$ cat src/rtl/pool_out_drain_pkg.sv
// Shared types and tile geometry for the pooled-output drain.
package pool_out_drain_pkg;

   localparam int unsigned OUTPUT_HEIGHT   = 4;
   localparam int unsigned OUTPUT_WIDTH    = 8;
   localparam int unsigned OUTPUT_SRAM_LEN = 4;
   localparam int unsigned BIN_LEN         = 8;
   localparam int unsigned ADDR_W          = 16;

   localparam int unsigned CHUNKS = OUTPUT_WIDTH / OUTPUT_SRAM_LEN;
   localparam int unsigned WORDS  = OUTPUT_HEIGHT * CHUNKS;
   localparam int unsigned DATA_W = BIN_LEN * OUTPUT_SRAM_LEN;

   localparam bit WIDTH_DIVIDES = (OUTPUT_WIDTH % OUTPUT_SRAM_LEN) == 0;

   // Index widths never collapse to zero, even for a single row/column/chunk.
   function automatic int unsigned clog2_min1(input int unsigned v);
      return (v > 1) ? $clog2(v) : 1;
   endfunction

   localparam int unsigned ROW_W   = clog2_min1(OUTPUT_HEIGHT);
   localparam int unsigned COL_W   = clog2_min1(OUTPUT_WIDTH);
   localparam int unsigned CHUNK_W = clog2_min1(CHUNKS);

   typedef enum logic [2:0] {
      IDLE  = 3'd0,
      READ  = 3'd1,
      WAIT  = 3'd2,
      WRITE = 3'd3,
      DONE  = 3'd4
   } drain_state_t;

endpackage

$ cat src/rtl/drain_addr_gen.sv
// Row/chunk position and SRAM word address for the drain; address is a wrapping incrementer.
module drain_addr_gen
   import pool_out_drain_pkg::*;
(
   input  logic                clock,
   input  logic                reset,
   input  logic                i_load,
   input  logic                i_advance,
   input  logic [ADDR_W-1:0]   i_base_addr,
   output logic [ROW_W-1:0]    o_row,
   output logic [CHUNK_W-1:0]  o_chunk,
   output logic [ADDR_W-1:0]   o_addr,
   output logic                o_is_last_c
);

   logic [ROW_W-1:0]   r_row;
   logic [CHUNK_W-1:0] r_chunk;
   logic [ADDR_W-1:0]  r_addr;

   always_ff @(posedge clock) begin
      if (reset) begin
         r_row   <= '0;
         r_chunk <= '0;
         r_addr  <= '0;
      end else if (i_load) begin
         r_row   <= '0;
         r_chunk <= '0;
         r_addr  <= i_base_addr;
      end else if (i_advance) begin
         r_addr <= r_addr + ADDR_W'(1);
         if (r_chunk == CHUNK_W'(CHUNKS - 1)) begin
            r_chunk <= '0;
            r_row   <= r_row + ROW_W'(1);
         end else begin
            r_chunk <= r_chunk + CHUNK_W'(1);
         end
      end
   end

   assign o_row       = r_row;
   assign o_chunk     = r_chunk;
   assign o_addr      = r_addr;
   assign o_is_last_c = (r_row == ROW_W'(OUTPUT_HEIGHT - 1)) &&
                        (r_chunk == CHUNK_W'(CHUNKS - 1));

endmodule

$ cat src/rtl/pool_out_drain.sv
// Drains the pooled output tile into the output SRAM, one chunk-wide word per READ/WAIT/WRITE pass.
module pool_out_drain
   import pool_out_drain_pkg::*;
(
   input  logic                clock,
   input  logic                reset,
   input  logic                i_start,
   input  logic [ADDR_W-1:0]   i_base_addr,
   output logic                o_pool_r_en,
   output logic [ROW_W-1:0]    o_pool_r,
   output logic [COL_W-1:0]    o_pool_c,
   input  logic [DATA_W-1:0]   i_pool_data,
   output logic                o_sram_wr_en,
   output logic [ADDR_W-1:0]   o_sram_wr_addr,
   output logic [DATA_W-1:0]   o_sram_wr_data,
   input  logic                i_sram_wr_ready,
   output logic                o_busy,
   output logic                o_done
);

   if (!WIDTH_DIVIDES || (WORDS == 0)) begin : g_bad_geometry
      $error("pool_out_drain: OUTPUT_WIDTH must be a nonzero multiple of OUTPUT_SRAM_LEN");
   end

   drain_state_t        r_state;
   logic                r_pool_r_en;
   logic                r_sram_wr_en;
   logic                r_busy;
   logic                r_done;
   logic [DATA_W-1:0]   r_wr_data;

   logic                w_load;
   logic                w_advance;
   logic                w_is_last;
   logic [ROW_W-1:0]    w_row;
   logic [CHUNK_W-1:0]  w_chunk;
   logic [ADDR_W-1:0]   w_addr;

   assign w_load    = (r_state == IDLE) && i_start;
   assign w_advance = (r_state == WRITE) && i_sram_wr_ready;

   drain_addr_gen u_addr_gen (
      .clock       (clock),
      .reset       (reset),
      .i_load      (w_load),
      .i_advance   (w_advance),
      .i_base_addr (i_base_addr),
      .o_row       (w_row),
      .o_chunk     (w_chunk),
      .o_addr      (w_addr),
      .o_is_last_c (w_is_last)
   );

   // Control outputs are set on entry to the state that owns them, so they are flop outputs.
   always_ff @(posedge clock) begin
      if (reset) begin
         r_state      <= IDLE;
         r_pool_r_en  <= 1'b0;
         r_sram_wr_en <= 1'b0;
         r_busy       <= 1'b0;
         r_done       <= 1'b0;
         r_wr_data    <= '0;
      end else begin
         case (r_state)
            IDLE: begin
               if (i_start) begin
                  r_state     <= READ;
                  r_pool_r_en <= 1'b1;
                  r_busy      <= 1'b1;
               end
            end
            READ: begin
               r_state     <= WAIT;
               r_pool_r_en <= 1'b0;
            end
            WAIT: begin
               r_state      <= WRITE;
               r_sram_wr_en <= 1'b1;
               r_wr_data    <= i_pool_data;
            end
            WRITE: begin
               if (i_sram_wr_ready) begin
                  r_sram_wr_en <= 1'b0;
                  if (w_is_last) begin
                     r_state <= DONE;
                     r_done  <= 1'b1;
                  end else begin
                     r_state     <= READ;
                     r_pool_r_en <= 1'b1;
                  end
               end
            end
            DONE: begin
               r_state <= IDLE;
               r_done  <= 1'b0;
               r_busy  <= 1'b0;
            end
            default: begin
               r_state      <= IDLE;
               r_pool_r_en  <= 1'b0;
               r_sram_wr_en <= 1'b0;
               r_busy       <= 1'b0;
               r_done       <= 1'b0;
            end
         endcase
      end
   end

   assign o_pool_r_en    = r_pool_r_en;
   assign o_pool_r       = w_row;
   assign o_pool_c       = COL_W'(w_chunk) * COL_W'(OUTPUT_SRAM_LEN);
   assign o_sram_wr_en   = r_sram_wr_en;
   assign o_sram_wr_addr = w_addr;
   assign o_sram_wr_data = r_wr_data;
   assign o_busy         = r_busy;
   assign o_done         = r_done;

endmodule

$ cat config.mk
export PLATFORM = sky130hd
export DESIGN_NAME = pool_out_drain
export DESIGN_NICKNAME = d
export VERILOG_FILES = /design/src/rtl/pool_out_drain_pkg.sv /design/src/rtl/drain_addr_gen.sv /design/src/rtl/pool_out_drain.sv
export SDC_FILE = /design/constraint.sdc
export NUM_CORES = 1
export LEC_CHECK = 0
export CORE_UTILIZATION = 35
export CTS_BUF_LIST = sky130_fd_sc_hd__clkbuf_8
export CTS_CLUSTER_SIZE = 25
export DETAILED_ROUTE_END_ITERATION = 7
export DONT_BUFFER_PORTS = 1
export SYNTH_ARGS = -nofsm -noshare
export SYNTH_HDL_FRONTEND = slang
export SYNTH_SLANG_ARGS = --single-unit
export TNS_END_PERCENT = 30
$ cat constraint.sdc
create_clock -name clock -period 3.9 [get_ports clock]
set_input_delay 0.39 -clock clock [delete_from_list [all_inputs] [get_ports clock]]
set_output_delay 0.39 -clock clock [all_outputs]
set_load 0.005 [all_outputs]
# Word level (Yosys, flattened, before mapping)
# Cells that the tools add are included.
# classes
addsub	3
n_bitwise	4
n_eq_ne	9
muxes	17
n_reduce_logical	16
# ops
cell	n
two-way mux 16 bit	2
adder 16 x 1 -> 16 bit, second input constant	1
one-hot mux 3 bit (4 select lines)	1
two-way mux 3 bit	3
OR reduction 3 bit	3
AND reduction 2 bit	4
two-way mux 1 bit	7
== test 3 x 2 -> 1 bit, second input constant	2
!= test 2 bit, second input constant	3
one-hot mux 1 bit (3 select lines)	2
inverter 1 bit	4
one-hot mux 1 bit (2 select lines)	2
AND reduction 4 bit	1
OR reduction 2 bit	2
== test 3 x 1 -> 1 bit, second input constant	1
== test 3 bit, second input constant	1
logical AND 1 bit	3
zero test 3 bit	1
AND reduction 3 bit	1
adder 2 x 1 -> 2 bit, second input constant	1
== test 2 bit, second input constant	1
!= test 2 x 1 -> 1 bit, second input constant	1
nonzero test 2 bit	1
adder 1 bit, second input constant	1
# word_totals
in_bits	52
output_inout_bits	57
regBits	58

# Longest topological paths before layout
# Gate-level depths: netlist (run 1).
# logic_depth
ltp_word	5
ltp_mapped	7
ltp_nobuf	5

# By module
# A second synthesis (run 1) with hierarchy kept.
# unflattened
hier_cells	301
hier_area_um2	2580.0
# modules_own_cells
mod	area_per_inst_um2	instances	cells_per_inst
pool_out_drain	1559.0	1	183
drain_addr_gen	1021.0	1	118

# Worst setup path after synthesis (run 1)
# OpenSTA, ideal clock, no wires.
# synth_path
path_kind	flip-flop to flip-flop
startpoint	register u_addr_gen.r_addr[0], in the netlist u_addr_gen.o_addr[0]
endpoint	register u_addr_gen.r_addr[14], in the netlist u_addr_gen.o_addr[14]
stages_incl_launch_ff	6
path_buffers	0
slack_ns	2.061
t_arrival_ns	1.748
cell_sequence	dfxtp_1 > ha_1 > nand3_1 > or4_1 > or3_1 > a311oi_1
# synth_via
elab_chain_len	3
# synth_lines
item	line_no	text
start: declaration	drain_addr_gen.sv:18	logic [ADDR_W-1:0] r_addr;
start signal: assignment	drain_addr_gen.sv:28	r_addr <= i_base_addr;
start signal: assignment	drain_addr_gen.sv:30	r_addr <= r_addr + ADDR_W'(1);
adder 16 x 1 -> 16 bit	drain_addr_gen.sv:30	
two-way mux 16 bit	drain_addr_gen.sv:29	end else if (i_advance) begin
two-way mux 16 bit	drain_addr_gen.sv:25	end else if (i_load) begin
# Every way passes these cells. The select of a mux whose other input is x is not followed.
# A chain may end at the register's enable or synchronous reset.

# Final worst setup path (run 1)
# layout_path
startpoint	register r_state[1]
endpoint	register u_addr_gen.r_addr[15], in the netlist u_addr_gen.o_addr[15]
# layout_via
elab_chain_len	3
# layout_lines
item	line_no	text
start: declaration	pool_out_drain.sv:25	drain_state_t r_state;
start signal: assignment	pool_out_drain.sv:57	r_state <= IDLE;
start signal: assignment	pool_out_drain.sv:67	r_state <= READ;
start signal: assignment	pool_out_drain.sv:73	r_state <= WAIT;
== test 3 x 2 -> 1 bit / zero test 3 bit (equally long branches)	pool_out_drain.sv:40, pool_out_drain.sv:39	
logical AND 1 bit (on tied branches)	pool_out_drain.sv:40, pool_out_drain.sv:39	
nonzero test 2 bit (no line) / two-way mux 16 bit (equally long branches)	-	
# Parallel ways exist; a longest one is shown, timed or not.

==> reports/qor.tcl, run 1 <==
set qor(status) {completed}
set qor(bufs_and_invs_on_worst_path) 0
set qor(nNetsFinal) 341
set qor(io_buffer_count) 0
set qor(netlist_area_um2) 2429
set qor(dp.final_hpwl_um) 3742
set qor(cpMaxStageDelayCell) {sky130_fd_sc_hd__dfxtp_1}
set qor(synth_area_leader_cell) {sky130_fd_sc_hd__dfxtp_1}
set qor(slowest_delay_ps) 530
set qor(drt_first_pass_iters) 4
set qor(yosys_warnings) 0
set qor(drt_first_iter_violations) 119
set qor(cp_data_arrival_time_ps) 2290
set qor(num_io_pins) 109
set qor(cts_made_buffers) 9
set qor(postRouteWirelength_um) 5583
set qor(cp-end-kind) {flip-flop}
set qor(first_pass_grt_wire_length_um) 8590
set qor(final_max_slew_viol_count) 0
set qor(grt_pass1_vias) 1691
set qor(row_count) 29
set qor(die_x_um) 85.30
set qor(fmax_mhz) 489.3
set qor(count_of_cells_resized_by_post_cts_repair) 0
set qor(cts-hold-fix-buffers) 0
set qor(ordered_list_of_cells_on_the_worst_path) {and4b_1 -> nand4_2 -> or4_1 -> a311oi_1}
set qor(grt_antenna_before_repair) 0
set qor(sequential_fraction_of_the_synthesis_area) 0.4781
set qor(met3_wirelength_um) 397
set qor(post-synth-top-area-fraction) 0.4781
set qor(cts_num_sinks) 58
set qor(floorplan.die_area_um2) 7276
set qor(syn-instance-count) 297
set qor(tritoncts) {yes}
set qor(yosys.cell_types.count) 37
set qor(die_h_um) 85.30
set qor(wl_per_cell_um) 15.13
set qor(grt_max_degree) 59
set qor(share_of_layout_cells_above_drive_strength_1) 0.06507
set qor(routed-wl-met2_um) 2641
set qor(hold_violations) 0
set qor(total_number_of_vias) 1947
set qor(cts-root-buf) {sky130_fd_sc_hd__clkbuf_8}
set qor(timing_worst_setup_path_type) {flip-flop to flip-flop}
set qor(power_density_nw_per_um2) 526.0
set qor(placed_cell_area_um2) 2422
set qor(final.period_utilization) 0.5241
set qor(timing.max_slew.rel_slack) 0.2677
set qor(global_route.overflow_total) 0
set qor(postSynthRegisterBits) 58
set qor(post_cts.repair.setup_buffers) 0
set qor(cts.clk_slew.worst_paths_ps) 60
set qor(clock_latency_ps) 340
set qor(layout_min_cycle_time_ps) 2044
set qor(ant_nets) 0
set qor(tightestPinTransition_ps) 1098
set qor(gp_routability_congestion) 0.7468
set qor(area_overhead_of_the_layout_relative_to_synthesis_pct) 8.707
set qor(timing.hold.worst.class) {input pin to flip-flop}
set qor(routed.top_layer) {met4}
set qor(setup_violations) 0
set qor(start_kind) {flip-flop}
set qor(track_usage) 0.1526
set qor(drc_errors) 0
set qor(wirelength_met1_um) 2415
set qor(initial_utilization) 0.3718
set qor(rsz0062_at_grt) {false}
set qor(syn_area_per_cell_um2) 8.177
set qor(finalClockSkew_ps) 5.902
set qor(static-leakage-power_nw) 0.9286
set qor(tns_ps) 0
set qor(design_area_um2) 2640
set qor(peakVddDrop_mv) 0.2514
set qor(via_per_inst) 5.276
set qor(worst_ep_required_time_ps) 4150
set qor(cp_max_fo) 11
set qor(insertedDiodeCount) 0
set qor(drv.max_cap_violation_count) 0
set qor(synth_area_leaders) {sky130_fd_sc_hd__dfxtp_1, sky130_fd_sc_hd__nand2_1, sky130_fd_sc_hd__a21oi_1, sky130_fd_sc_hd__nor2_1, sky130_fd_sc_hd__xnor2_1}
set qor(max_clock_buf_depth) 2
set qor(placeableCoreArea_um2) 6531
set qor(cts_max_level) 3
set qor(critical_path_s_top_delay_family) {simple AND/OR/NAND/NOR gates}
## layout by cell type, fill, tap and decap left out, types with 2 or more instances in the layout
| cell | n |
|---|---|
| sky130_fd_sc_hd__nor2_1 | 21 |
| sky130_fd_sc_hd__clkinv_2 | 4 |
| sky130_fd_sc_hd__nand2_1 | 76 |
| sky130_fd_sc_hd__nand4_1 | 3 |
| sky130_fd_sc_hd__conb_1 | 2 |
| sky130_fd_sc_hd__o31ai_1 | 3 |
| sky130_fd_sc_hd__a211oi_1 | 9 |
| sky130_fd_sc_hd__bufinv_16 | 2 |
| sky130_fd_sc_hd__a21oi_1 | 37 |
| sky130_fd_sc_hd__xnor2_1 | 8 |
| sky130_fd_sc_hd__a311oi_1 | 7 |
| sky130_fd_sc_hd__inv_1 | 3 |
| sky130_fd_sc_hd__nor4_1 | 4 |
| sky130_fd_sc_hd__dfxtp_1 | 58 |
| sky130_fd_sc_hd__o21ai_0 | 2 |
| sky130_fd_sc_hd__nand2b_1 | 2 |
| sky130_fd_sc_hd__ha_1 | 2 |
| sky130_fd_sc_hd__and3_1 | 3 |
| sky130_fd_sc_hd__xor2_1 | 3 |
| sky130_fd_sc_hd__clkbuf_8 | 10 |
| sky130_fd_sc_hd__nand3_1 | 5 |
| sky130_fd_sc_hd__a31oi_1 | 2 |
| sky130_fd_sc_hd__or4_1 | 4 |
| sky130_fd_sc_hd__nor3_1 | 8 |
| sky130_fd_sc_hd__a21o_1 | 2 |
## state kept, by name, summed over array words and instances (netlist names)
name	cells
o_sram_wr_data	32
u_addr_gen.o_addr	16
r_state	3
u_addr_gen.o_row	2
o_busy	1
o_done	1
o_pool_r_en	1
o_sram_wr_en	1
u_addr_gen.o_chunk	1
## final timing paths
check / start / endpoint / slack [ps] / cells after the start
hold / removal: reset / u_addr_gen.o_addr[8] / 120 / 1
hold reg to reg: o_sram_wr_data[5] / o_sram_wr_data[5] / 470 / 2
setup reg to reg: r_state[1] / u_addr_gen.o_addr[15] / 1860 / 4
setup / recovery: r_state[1] / u_addr_gen.o_addr[15] / 1860 / 4
## per-layer routing
layer  vias to the layer above  global-route usage
met2                        61              0.2309
li1                       1000                   -
met5                         -                   0
met4                         0             0.08333
met3                        13             0.06420
met1                       873              0.1835
## worst reg2reg max path, cell delays in order (launching register included)
cell                       delay (ps)
sky130_fd_sc_hd__dfxtp_1          530
sky130_fd_sc_hd__and4b_1          430
sky130_fd_sc_hd__nand4_2          240
sky130_fd_sc_hd__or4_1            520
sky130_fd_sc_hd__a311oi_1         240
## final cells by class
type / instances / area, µm²
clock buffers: 10 / 137.6
fillers: 690 / 3891
clock inverters: 6 / 80.08
inverters: 3 / 11.26
multi-input cells: 214 / 1146
flip-flops and latches: 58 / 1161
well taps: 77 / 96.34
repair buffers: 1 / 7.507
## through the flow
stage	util	hold slack [ps]	total power [mW]	instances	setup WS, ps
after floorplan	-	452.7	0.7789	298	2061
after global placement	0.3709	454.0	0.7918	353	1922
after detailed placement	0.3709	459.5	0.7950	353	1843
after CTS	0.4042	106.3	1.403	369	1845
after global routing	0.4042	103.1	1.452	369	1720
final	0.4042	119.2	1.389	369	1856
## cells by family after synthesis
kind of cell             share of synthesized area
multiplexers                              0.004122
flip-flops                                  0.4781
adder cells (fa/ha/maj)                    0.01030
XOR/XNOR                                   0.03967
buffers and inverters                      0.05152
AO/OA/AOI/OAI                               0.1576
other                                     0.001544
AND/OR/NAND/NOR                             0.2571
## synth_stat cells
master and count:
sky130_fd_sc_hd__nand2_1 76, sky130_fd_sc_hd__dfxtp_1 58, sky130_fd_sc_hd__a21oi_1 37, sky130_fd_sc_hd__nor2_1 21, sky130_fd_sc_hd__clkbuf_1 16, sky130_fd_sc_hd__a211oi_1 9, sky130_fd_sc_hd__nor3_1 8, sky130_fd_sc_hd__xnor2_1 8
sky130_fd_sc_hd__a311oi_1 7, sky130_fd_sc_hd__buf_4 5, sky130_fd_sc_hd__nand3_1 5, sky130_fd_sc_hd__nor4_1 4, sky130_fd_sc_hd__or4_1 4, sky130_fd_sc_hd__and3_1 3, sky130_fd_sc_hd__inv_1 3, sky130_fd_sc_hd__nand4_1 3
sky130_fd_sc_hd__o31ai_1 3, sky130_fd_sc_hd__xor2_1 3, sky130_fd_sc_hd__a21o_1 2, sky130_fd_sc_hd__a31oi_1 2, sky130_fd_sc_hd__ha_1 2, sky130_fd_sc_hd__nand2b_1 2, sky130_fd_sc_hd__o21ai_0 2, sky130_fd_sc_hd__a2bb2oi_1 1
sky130_fd_sc_hd__and2_1 1, sky130_fd_sc_hd__and4_1 1, sky130_fd_sc_hd__and4b_1 1, sky130_fd_sc_hd__buf_2 1, sky130_fd_sc_hd__buf_6 1, sky130_fd_sc_hd__conb_1 1, sky130_fd_sc_hd__mux2i_1 1, sky130_fd_sc_hd__nand3b_1 1
sky130_fd_sc_hd__nand4_2 1, sky130_fd_sc_hd__nand4b_4 1, sky130_fd_sc_hd__nor2b_1 1, sky130_fd_sc_hd__nor4b_1 1, sky130_fd_sc_hd__or3_1 1
## power breakdown
group / switching, mW / leakage [nW] / internal, mW / total [mW]
logic: 0.0582 / 0.338 / 0.0409 / 0.0991
registers: 0.0491 / 0.475 / 0.633 / 0.682
clock network: 0.235 / 0.116 / 0.372 / 0.607
total: 0.342 / 0.929 / 1.05 / 1.39
No activity file was read; power rests on OpenSTA's default activity.
==> run 2: changes to the inputs <==
- clock period: 3.9 -> 1.7 ns (I/O delays scaled with it)
==> reports/qor.tcl, run 2 (same netlist as run 1, synthesis figures left out) <==
set qor(largest_register_ffs) 32
set qor(final.period_utilization) 0.9964
set qor(placeableCoreArea_um2) 6531
set qor(cp-end-kind) {flip-flop}
set qor(rsz0062_at_grt) {true}
set qor(timing.hold.worst.class) {input pin to flip-flop}
set qor(ant_nets) 0
set qor(final_common_cell) {sky130_fd_sc_hd__nand2_1}
set qor(wl_per_cell_um) 15.08
set qor(floorplan.die_area_um2) 7276
set qor(timing_worst_setup_path_type) {flip-flop to flip-flop}
set qor(ff2ff_setup_slack_ps) 6
set qor(pwr-share-clk) 0.413
set qor(io_buffer_count) 0
set qor(post_cts.repair.setup_buffers) 0
set qor(track_usage) 0.1861
set qor(static-leakage-power_nw) 1.216
set qor(num_io_pins) 109
set qor(grt_use_met1) 0.2080
set qor(drv.max_cap_violation_count) 0
set qor(postRouteWirelength_um) 6469
set qor(sw_frac_of_total) 0.2500
set qor(final_cell_mix) {sky130_fd_sc_hd__nand2_1, sky130_fd_sc_hd__dfxtp_1, sky130_fd_sc_hd__a21oi_1, sky130_fd_sc_hd__dlygate4sd3_1}
set qor(start_kind) {flip-flop}
set qor(placed_cell_count) 375
set qor(cp_data_arrival_time_ps) 1940
set qor(relative_contribution_of_combinational_cells_to_total_power) 0.129
set qor(worst_ep_required_time_ps) 1940
set qor(grt_antenna_before_repair) 0
set qor(cellInternalPower_mw) 2.524
set qor(first_pass_grt_wire_length_um) 10430
set qor(layout.cells.non_filler) 429
set qor(hold_slack_ps) 14.83
set qor(global_route.overflow_total) 0
set qor(tritoncts) {yes}
set qor(timing.max_slew.rel_slack) 0.6244
set qor(clock_latency_ps) 330
set qor(cp_max_fo) 2
set qor(cts_made_buffers) 9
set qor(tightestPinTransition_ps) 555.6
set qor(hold_violations) 0
set qor(drt_first_iter_violations) 95
set qor(max_clock_buf_depth) 2
set qor(dp.final_hpwl_um) 3994
set qor(fmax_mhz) 590.4
set qor(cts_max_level) 3
set qor(setup_violations) 0
set qor(row_count) 29
set qor(power_density_nw_per_um2) 1029
set qor(drc_errors) 0
set qor(insertedDiodeCount) 0
set qor(die_h_um) 85.30
set qor(die_x_um) 85.30
set qor(grt_max_degree) 59
set qor(cts_num_sinks) 58
set qor(status) {completed}
set qor(grt_pass1_vias) 2184
set qor(layout_min_cycle_time_ps) 1694
set qor(drt_first_pass_iters) 6
set qor(finalClockSkew_ps) 6.078
set qor(grt_use_met3) 0.05447
set qor(nNetsFinal) 401
set qor(initial_utilization) 0.3718
set qor(cts-root-buf) {sky130_fd_sc_hd__clkbuf_8}
set qor(share_of_layout_cells_above_drive_strength_1) 0.1420
set qor(via_per_inst) 5.254
set qor(cts.clk_slew.worst_paths_ps) 60
set qor(final_max_slew_viol_count) 0
set qor(area_overhead_of_the_layout_relative_to_synthesis_pct) 34.72
set qor(total_number_of_vias) 2254
set qor(groute.layer.met2.usage) 0.3262
set qor(peakVddDrop_mv) 0.5014
set qor(sw_power_mw) 0.8411
set qor(tns_ps) 0
set qor(grt-busiest-layer) {met2}
set qor(gp_routability_congestion) 0.8019
set qor(power.share.sequential) 0.457
run 2: cell type report:
class,instances,area (µm²)
repair buffers,61,595.6
clock buffers,10,137.6
flip-flops and latches,58,1166
multi-input cells,214,1185
inverters,3,11.26
well taps,77,96.34
fillers,638,3259
clock inverters,6,80.08
run 2: critical path, stage by stage, from the launching register on:
cell,delay [ps]
sky130_fd_sc_hd__dfxtp_2,360
sky130_fd_sc_hd__ha_4,150
sky130_fd_sc_hd__nand3_2,90
sky130_fd_sc_hd__or4_1,480
sky130_fd_sc_hd__or3_1,330
sky130_fd_sc_hd__a311oi_2,190
run 2: repair_timing:
action,in CTS,in global routing
gates resized for setup,3,5
pin swaps,1,1
endpoints found under the setup margin,3,5
hold buffers,38,0
hold endpoints to repair,58,0
run 2: routing by layer:
layer	wire length, µm	part of all wire	up-vias
met2	3299	0.51	70
met1	2678	0.41	1054
met3	362	0.056	11
met4	129	0.020	0
met5	0	0	-
li1	-	-	1119
run 2: final timing paths:
check | start | endpoint | cells after the start
worst max-delay path | u_addr_gen.o_addr[0] | u_addr_gen.o_addr[14] | 5
worst min-delay path | i_base_addr[0] | u_addr_gen.o_addr[0] | 2
worst max register to register | u_addr_gen.o_addr[0] | u_addr_gen.o_addr[14] | 5
worst min register to register | o_sram_wr_data[23] | o_sram_wr_data[23] | 2
run 2: power groups by stage:
| stage | Sequential [mW] | Combinational, mW | Clock [mW] |
|---|---|---|---|
| floorplan | 1.56 | 0.232 | 0 |
| global placement | 1.56 | 0.322 | 0 |
| detailed placement | 1.56 | 0.329 | 0 |
| CTS | 1.53 | 0.428 | 1.44 |
| global route | 1.55 | 0.489 | 1.51 |
| finish | 1.54 | 0.436 | 1.39 |
run 2: metrics by stage:
| stage | total power [mW] | utilization | setup slack (ps) | cell area (µm²) |
|---|---|---|---|---|
| after floorplan | 1.788 | - | -94.06 | 2435 |
| after global placement | 1.883 | 0.4004 | 21.74 | 2615 |
| after detailed placement | 1.893 | 0.4004 | -46.87 | 2615 |
| after CTS | 3.404 | 0.4962 | -11.19 | 3241 |
| after global routing | 3.548 | 0.5010 | -83.06 | 3272 |
| final | 3.365 | 0.5010 | 6.197 | 3272 |
==> run 3: changes to the inputs <==
- CORE_UTILIZATION: 35 -> 37
- GPL_TIMING_DRIVEN: unset -> 0
==> reports/qor.tcl, run 3 (same netlist as run 1, synthesis figures left out) <==
set qor(postRouteWirelength_um) 6746
set qor(num_io_pins) 109
set qor(cp_max_fo) 6
set qor(insertedDiodeCount) 0
set qor(cts_num_sinks) 58
set qor(fmax_mhz) 554.7
set qor(die_x_um) 83.02
set qor(critical_path_s_top_delay_family) {simple AND/OR/NAND/NOR gates}
set qor(holdPathEnd) {u_addr_gen.o_addr[9]}
set qor(nNetsFinal) 419
set qor(layout_min_cycle_time_ps) 1803
set qor(drv.max_cap_violation_count) 0
set qor(row_count) 29
set qor(drc_errors) 0
set qor(timing.hold.worst.class) {input pin to flip-flop}
set qor(total_number_of_vias) 2333
set qor(cpMaxStageDelayCell) {sky130_fd_sc_hd__or4_4}
set qor(reg2reg_from) {u_addr_gen.o_addr[5]}
set qor(bufs_and_invs_on_worst_path) 0
set qor(tightestPinTransition_ps) 584.9
set qor(ordered_list_of_cells_on_the_worst_path) {nand4_1 -> or4_4 -> or3_4 -> a311oi_2}
set qor(place_ws_ps) -234.5
set qor(largest_register_ffs) 32
set qor(status) {finished with violations}
set qor(first_pass_grt_wire_length_um) 10290
set qor(start_kind) {flip-flop}
set qor(cts-root-buf) {sky130_fd_sc_hd__clkbuf_8}
set qor(worst_ep_required_time_ps) 1950
set qor(hold_slack_ps) 10.20
set qor(timing.max_slew.rel_slack) 0.6101
set qor(drt_first_pass_iters) 4
set qor(via_per_inst) 5.219
set qor(tritoncts) {yes}
set qor(finalClockSkew_ps) 8.660
set qor(tns_ps) -102.9
set qor(io_buffer_count) 0
set qor(drt_first_iter_violations) 104
set qor(slowest_delay_ps) 470
set qor(area_overhead_of_the_layout_relative_to_synthesis_pct) 39.46
set qor(floorplan.die_area_um2) 6891
set qor(ant_nets) 0
set qor(die_h_um) 83.02
set qor(cts.clk_slew.worst_paths_ps) 70
set qor(wl_per_cell_um) 15.09
set qor(timing.reg2reg.worst_path_depth) 4
set qor(timing_worst_setup_path_type) {flip-flop to flip-flop}
set qor(hold_violations) 0
set qor(cts_max_level) 3
set qor(final_common_cell) {sky130_fd_sc_hd__nand2_1}
set qor(final.period_utilization) 1.061
set qor(setup_violations) 1
set qor(rsz0062_at_grt) {true}
set qor(track_usage) 0.1893
set qor(power_density_nw_per_um2) 989.0
set qor(total_power_mw) 3.350
set qor(share_of_layout_cells_above_drive_strength_1) 0.1865
set qor(grt_max_degree) 11
set qor(initial_utilization) 0.3825
set qor(worst_r2r_endpoint) {u_addr_gen.o_addr[14]}
set qor(static-leakage-power_nw) 1.279
set qor(worst_hold_path.num_cells) 2
set qor(hold_path.startpoint) {i_base_addr[9]}
set qor(layout.core_utilization) 0.5334
set qor(cp-end-kind) {flip-flop}
set qor(cts_made_buffers) 9
set qor(failing_checks) {setup timing}
set qor(grt_antenna_before_repair) 0
set qor(global_route.overflow_total) 0
set qor(max_clock_buf_depth) 2
set qor(gp_routability_congestion) 0.8158
set qor(fin_ws_ps) -102.9
set qor(peakVddDrop_mv) 0.5170
set qor(clock_latency_ps) 340
set qor(grt_pass1_vias) 2159
set qor(placeableCoreArea_um2) 6350
set qor(dp.final_hpwl_um) 4249
set qor(cp_data_arrival_time_ps) 2050
set qor(final_cell_mix) {sky130_fd_sc_hd__nand2_1, sky130_fd_sc_hd__dfxtp_1, sky130_fd_sc_hd__a21oi_1, sky130_fd_sc_hd__dlygate4sd3_1, sky130_fd_sc_hd__buf_4}
set qor(ff2ff_setup_slack_ps) -100
set qor(final_max_slew_viol_count) 0
run 3: cell count changes in the layout (fill, tap and decap cells not counted), sizes merged:
| cell | delta |
|---|---|
| clkbuf | +15 |
| buf | +6 |
| dlygate4sd3 | -3 |
| clkinv | -2 |
| clkinvlp | +1 |
| inv | +1 |
run 3: worst max-delay path by stage:
stage / start / cells after the start / slack, ps / end
after floorplan: r_state[2] / 5 / -90 / u_addr_gen.o_addr[14]
after global placement: r_state[0] / 6 / -200 / u_addr_gen.o_addr[15]
after detailed placement: r_state[0] / 6 / -230 / u_addr_gen.o_addr[15]
after CTS: r_state[2] / 5 / -110 / u_addr_gen.o_addr[14]
after global routing: u_addr_gen.o_addr[5] / 4 / -190 / u_addr_gen.o_addr[14]
final: u_addr_gen.o_addr[5] / 4 / -100 / u_addr_gen.o_addr[14]
run 3: where the power goes:
part | internal, mW | switching, mW | total [mW]
logic | 0.183 | 0.203 | 0.386
clock network | 0.854 | 0.543 | 1.40
registers | 1.46 | 0.111 | 1.57
run 3: area by class of cell:
type,count,area (µm²)
fillers,577,2963
clock buffers,10,137.6
plain buffers,23,132.6
multi-input cells,214,1246
inverters,3,11.26
repair buffers,56,505.5
flip-flops and latches,58,1176
well taps,77,96.34
clock inverters,6,81.33
run 3: metrics by stage:
stage | instance area, µm² | cells
2_1_floorplan | 2435 | 298
3_3_place_gp | 2531 | 375
3_5_place_dp | 2531 | 375
4_1_cts | 3176 | 429
5_1_grt | 3387 | 447
6_report | 3387 | 447
run 3: what timing repair did:
item | CTS | global route
setup endpoints to repair | 6 | 44
hold buffers | 34 | 0
setup buffers | 4 | 18
gates resized for setup | 13 | 24
hold endpoints to repair | 34 | 0
pin swaps | 2 | 5
run 3: metal layers:
layer / GRT usage / vias up / wire (µm)
met3: 0.05169 / 9 / 324
met2: 0.3279 / 69 / 3417
met4: 0.08150 / 0 / 89
met5: 0 / - / 0
li1: - / 1161 / -
met1: 0.2183 / 1094 / 2915
